--- src/rtl/regfile_multiport.sv ---
// regfile_multiport: byte-enabled register file with one write port and N_RD registered read ports.
module regfile_multiport #(
  parameter int DATA_W  = 16,
  parameter int DEPTH   = 4,
  parameter int ADDR_W  = $clog2(DEPTH),
  parameter int N_RD    = 2,
  parameter int ZERO_R0 = 0,
  parameter int BYPASS  = 1
) (
  input  logic                     clk,
  input  logic                     reset_n,
  input  logic                     clear,
  input  logic                     wr_en,
  input  logic [ADDR_W-1:0]        wr_addr,
  input  logic [DATA_W-1:0]        wr_data,
  input  logic [DATA_W/8-1:0]      wr_be,
  output logic                     wr_err,
  input  logic [N_RD-1:0]          rd_en,
  input  logic [N_RD*ADDR_W-1:0]   rd_addr,
  output logic [N_RD*DATA_W-1:0]   rd_data,
  output logic [N_RD-1:0]          rd_valid
);
  localparam int NB = DATA_W / 8;
  logic [DATA_W-1:0] mem_q [DEPTH];
  logic [DATA_W-1:0] mem_d [DEPTH];
  logic [DATA_W-1:0] be_mask;
  logic [N_RD*DATA_W-1:0] rd_data_q, rd_data_d;
  logic [N_RD-1:0] rd_valid_q;
  logic wr_err_q, wr_err_d, wr_ok;
  logic [ADDR_W-1:0] ra;
  always_comb begin
    be_mask = '0;
    for (int b = 0; b < NB; b++) be_mask[b*8 +: 8] = {8{wr_be[b]}};
    wr_ok = wr_en && (32'(wr_addr) < DEPTH);
    wr_err_d = wr_en && (|wr_be) && !(32'(wr_addr) < DEPTH);
    // clear beats any write; register 0 is pinned to zero when ZERO_R0 is set
    for (int r = 0; r < DEPTH; r++)
      mem_d[r] = (clear || (ZERO_R0 != 0 && r == 0)) ? '0 :
                 (wr_ok && 32'(wr_addr) == r) ? ((mem_q[r] & ~be_mask) | (wr_data & be_mask)) :
                 mem_q[r];
  end
  always_comb begin
    rd_data_d = rd_data_q;
    ra = '0;
    for (int p = 0; p < N_RD; p++) begin
      ra = rd_addr[p*ADDR_W +: ADDR_W];
      if (rd_en[p])
        rd_data_d[p*DATA_W +: DATA_W] = !(32'(ra) < DEPTH) ? '0 :
                                        (BYPASS != 0) ? mem_d[ra] : mem_q[ra];
    end
  end
  always_ff @(posedge clk or negedge reset_n) begin
    if (!reset_n) begin
      mem_q      <= '{default: '0};
      rd_data_q  <= '0;
      rd_valid_q <= '0;
      wr_err_q   <= 1'b0;
    end else begin
      mem_q      <= mem_d;
      rd_data_q  <= rd_data_d;
      rd_valid_q <= rd_en;
      wr_err_q   <= wr_err_d;
    end
  end
  assign rd_data  = rd_data_q;
  assign rd_valid = rd_valid_q;
  assign wr_err   = wr_err_q;
endmodule
--- config.mk ---
export PLATFORM = sky130hd
export DESIGN_NAME = regfile_multiport
export DESIGN_NICKNAME = d
export VERILOG_FILES = /design/src/rtl/regfile_multiport.sv
export SDC_FILE = /design/constraint.sdc
export NUM_CORES = 1
export LEC_CHECK = 0
export ABC_AREA = 0
export CORE_MARGIN = 8
export CORE_UTILIZATION = 45
export DETAILED_ROUTE_END_ITERATION = 10
export PLACE_DENSITY = 0.8
export REMOVE_ABC_BUFFERS = 1
export SKIP_LAST_GASP = 1
export SLEW_MARGIN = 10
export SYNTH_ARGS = -nofsm -noshare
export SYNTH_HDL_FRONTEND = slang
export SYNTH_SLANG_ARGS = --single-unit
--- constraint.sdc ---
create_clock -name clk -period 1.25 [get_ports clk]
set_input_delay 0.25 -clock clk [delete_from_list [all_inputs] [get_ports clk]]
set_output_delay 0.25 -clock clk [all_outputs]
set_load 0.01 [all_outputs]
# ---- Yosys cells after proc, flatten, opt, wreduce, memory -nomap -nowiden
# Cells that the tools add are included.
dict set report word_totals {
  reg_bits 98
  inputBits 30
  out_inout_bits 35
  word_cells 43
}
dict set report classes {
  order_cmp 2
  n_eq_ne 3
  mux 14
  bitwise_logic 12
  n_reduce_logical 5
}
# operator count
set op_table {}
lappend op_table {{$mux W16} 12}
lappend op_table {{$and A16 B16 Y16} 5}
lappend op_table {{$bmux W16 S2} 2}
lappend op_table {{$or A16 B16 Y16} 4}
lappend op_table {{$not A16 Y16} 1}
lappend op_table {{$ge A3 B3 Y1 const B} 2}
lappend op_table {{$not A2 Y3} 2}
lappend op_table {{$eq A2 B2 Y1 const B} 2}
lappend op_table {{$logic_and A1 B1 Y1} 4}
lappend op_table {{$eq A2 B1 Y1 const B} 1}
lappend op_table {{$logic_not A2 Y1} 1}

# ---- Depth between registers and ports, before layout
dict set report depth {
  ltp_word 8
  ltp_mapped 7
  depth_no_buf 4
}

# ---- Worst setup path before layout
# Ideal clock, no wire load.
dict set report synth_path {
  path_kind {input -> register}
  from {input wr_be[1]}
  to {register rd_data_q[24], in the netlist rd_data[24]}
  setup_time_ns 0.121
  arrival_time_ns 1.532
  t_required_ns 1.129
  path_slack_ns -0.403
  stages 6
  path_cell_list {clkbuf_2 and4bb_2 buf_4 mux2_2 a22o_1 o22a_1}
}
dict set report synth_between {
  elab_chain_cells 8
  elab_cells_between_ends 21
  classes_between {mux: 11; bitwise: 10}
}
# element line
set synth_rtl {}
lappend synth_rtl {{start, declared} 16} ;# input logic [DATA_W/8-1:0] wr_be,
lappend synth_rtl {{$not A16 Y16} 39} ;# (wr_ok && 32'(wr_addr) == r) ? ((mem_q[r] & ~be_mask) | (wr_data & be_mask)) :
lappend synth_rtl {{$and A16 B16 Y16} 39}
lappend synth_rtl {{$or A16 B16 Y16} 39}
lappend synth_rtl {{$mux W16} 39}
lappend synth_rtl {{$mux W16} 38} ;# mem_d[r] = (clear || (ZERO_R0 != 0 && r == 0)) ? '0 :
lappend synth_rtl {{$bmux W16 S2 (*)} 49} ;# (BYPASS != 0) ? mem_d[ra] : mem_q[ra];
lappend synth_rtl {{$mux W16 (not written as such) (*) (2 in series)} 49}
lappend synth_rtl {{end signal, assigned} 60} ;# rd_data_q <= rd_data_d;
lappend synth_rtl {{end, declared} 27} ;# logic [N_RD*DATA_W-1:0] rd_data_q, rd_data_d;
# Every way passes the cells marked *; elsewhere a longest branch is shown, timed or not. The select of a mux whose other input is x is not followed.
# A chain may end at the register's enable or synchronous reset.

# ---- Worst setup path after layout
dict set report layout_path {
  from {input wr_addr[0]}
  to {register rd_data_q[10], in the netlist rd_data[10]}
}
dict set report layout_between {
  elab_chain_cells 7
  elab_cells_between_ends 19
  classes_between {eq/ne: 3; mux: 11; reduce/logical: 5}
}
# element line
set layout_rtl {}
lappend layout_rtl {{start, declared} 14} ;# input logic [ADDR_W-1:0] wr_addr,
lappend layout_rtl {{$eq A2 B2 Y1, or another cell as far along} 39}
lappend layout_rtl {{$logic_and A1 B1 Y1} 39}
lappend layout_rtl {{$mux W16} 39}
lappend layout_rtl {{$mux W16} 38}
lappend layout_rtl {{$bmux W16 S2 (*)} 49}
lappend layout_rtl {{$mux W16 (not written as such) (*) (2 in series)} 49}
# Marks and branches as above.

==> impl_metrics.tcl <==
set metrics [dict create \
    status "finished with violations" \
    failed_checks "negative setup slack" \
    dp_hpwl_mm 13.6 \
    min_period_ps 1390 \
    worstSkewPairLatency_ps 380 \
    multi_input_area_sq_mm 0.00367 \
    grt_pass1_wl_mm 35.7 \
    syn_to_final_growth_pct 56.0 \
    io_buffers 63 \
    slowest_stage "a311oi_1" \
    cts-root-buf "clkbuf_16" \
    stdcell_count 962 \
    finalWirelength_mm 25.3 \
    rows 41 \
    drt_iter0_markers 949 \
    grt_usage_pct 28.1 \
    drv_cap 0 \
    crit_path_start_kind "input port" \
    synth_fa_ha_area_share_pct 0 \
    layout-drive-gt1-share_pct 44.9 \
    timing.fmax_ghz 0.717 \
    avgSynthCellArea_sq_um 9.86 \
    worst-path-max-fanout 7 \
    crit_type "in2reg" \
    clkSlewWorstSetupHoldPaths_ps 80 \
    ant_nets 0 \
    synth_top_family_by_area "simple AND/OR/NAND/NOR gates" \
    utilization_pct 71.5 \
    io_pins 65 \
    numCtsBuffers 9 \
    setup_viol 22 \
    critical_path.top_delay_family "compound AO/OA/AOI/OAI gates" \
    dr.pass1.iters 6 \
    yosysWarnings 0 \
    synthCells 582 \
    synthFlopType "dfrtp_1" \
    drv_slew 0 \
    ctsHtreeMaxLevel 3 \
    synth.distinct_cells 65 \
    start_util_pct 45.8 \
    die_h_microns 129 \
    hold_class "in2async" \
    arrival_ps 1690 \
    netlist_area_sq_mm 0.00574 \
    power_leakage_nw 4.06 \
    cts.sink_count 98 \
    final_common_cell "buf_4" \
    antenna_found_initial 0 \
    grt_pass1_vias 6480 \
    antenna_cells 0 \
    crit_chain "buf_12 > buf_8 > buf_12 > buf_6 > buf_6 > nor3b_1 > a311oi_1 > a31oi_1 > a31oi_1" \
    seq_area_sq_mm 0.00245 \
    powerDensity_mw_per_mm2 916 \
    routedWlPerCell_microns 26.3 \
    yosys.area_share.simple_pct 21.1 \
    synth_edf_count 0 \
    fin_crit_sh_pct 112 \
    fin_ws_ps -144 \
    cts_tree "built" \
    place_inst 897 \
    final_cell_mix "buf_4 (117), dfrtp_1 (96), nor2_1 (57), nand2_1 (43), buf_6 (33)" \
    synth_mux_area_share_pct 12.1 \
    coreArea_sq_mm 0.0125 \
    via_count 6406 \
    die_area_sq_mm 0.0166 \
    final_nets 815 \
    via_per_inst 6.66 \
    critPathBufInv 5 \
    synth_seq_area_share_pct 42.7 \
    grt_max_degree 44 \
    synth_compound_area_share_pct 18.0 \
    rsz0062_at_grt "true" \
    clock_skew_ps 17.5 \
    async_flop_share_pct 100 \
    endpoint_kind "flip-flop" \
    ys_seq_elements 98 \
    gr-total-overflow 0 \
    critPathRequiredTime_ps 1550 \
    die_w_microns 129 \
    drc 0 \
    clk_path_buf_depth 2 \
    hold_violations 0 \
    place.gp.congestion 0.907 \
    max_stage_delay_ps 310 \
    synth-xor-area-share_pct 0.305 \
    fillerInstances 837 \
    ir_worst_vdd_uv 713 \
]
## routing by layer
metal | GRT usage, % | part of all wire, %
met5 | 0 | 0
met1 | 31.1 | 34
met2 | 46.4 | 48
met4 | 19.1 | 8.0
met3 | 7.90 | 10
## synth_stat cells (all sizes together) (3+ instances only)
cell type,n,area share [%]
a2111oi,3,0.46
a211o,3,0.46
a211oi,6,0.79
a21oi,18,1.6
a221oi,6,0.92
a22oi,4,0.52
a31oi,8,0.87
a32oi,4,0.61
and2,23,2.5
and4b,3,0.52
buf,28,3.3
clkbuf,20,1.3
dfrtp,98,43
inv,14,0.92
mux2,22,4.4
mux2i,44,7.7
nand2,45,2.9
nand2b,18,2.0
nand3,4,0.35
nand3b,13,1.8
nand4b,4,1.4
nor2,60,3.9
nor2b,7,0.76
nor3,11,0.96
nor3b,4,0.52
nor4,6,0.65
o21ai,10,0.87
o221a,4,0.79
o221ai,17,2.6
o22a,10,1.5
o22ai,10,1.1
o31a,7,1.1
o31ai,7,0.92
o32ai,4,0.61
or3,6,0.65
## per-stage QoR
step           power [mW]  hold slack, ps  worst slack (ps)  area (sq um)  TNS (ps)
4_1_cts              7.85             286              -187          8530     -2530
6_report             8.20             267              -144          8950     -1460
2_1_floorplan        3.93           -45.6              -376          5470     -5510
5_1_grt              8.40             282              -192          8950     -2370
3_5_place_dp         4.93             106             -1180          7370    -75000
3_3_place_gp         4.89             107              -964          7370    -69960
## area by class of cell
| type | instances | area share [%] |
|---|---|---|
| clock buffers | 11 | 2.82 |
| multi-input cells | 422 | 41.0 |
| inverters | 15 | 0.671 |
| repair buffers | 239 | 25.3 |
| clock inverters | 5 | 0.406 |
| flip-flops and latches | 98 | 27.4 |
| well taps | 172 | 2.41 |
## power breakdown
part	switching, mW	internal [mW]
Sequential	0.0898	3.29
Combinational	1.06	0.914
Clock	1.38	1.46
Total	2.53	5.67
## worst reg2reg max path: stages (launching register included)
cell	delay [ps]
dfrtp_1	370
mux2_4	260
mux2_2	280
a221o_1	310
## cell families after synthesis
logic type	Yosys count
simple gates	216
xor+xnor	2
buf+inv	63
mux	66
other cells	1
flops	98
compound gates	136
## repair_timing
item,in CTS,in global routing
gates cloned,5,1
hold buffers,1,0
resized for setup,247,114
buffers inserted,29,23
pin swaps,39,28
setup endpoints to repair,130,72
hold endpoints to repair,41,0
## flip-flops by register name (all words and copies together) (netlist names)
signal / flops
rd_valid: 2
rd_data: 32
mem_q: 64
## worst paths after layout
kind,startpoint,to,slack (ps),cells after the start
worst max-delay path,wr_addr[0],rd_data[10],-140,9
worst min-delay path,reset_n,rd_data[18],270,2
worst max register to register,mem_q[2],rd_data[2],-90,3
worst min register to register,rd_data[6],rd_data[6],500,2
max in group asynchronous,reset_n,mem_q[49],500,3
min in group clk,wr_data[0],mem_q[48],310,4
No activity file was read; power rests on OpenSTA's default activity.
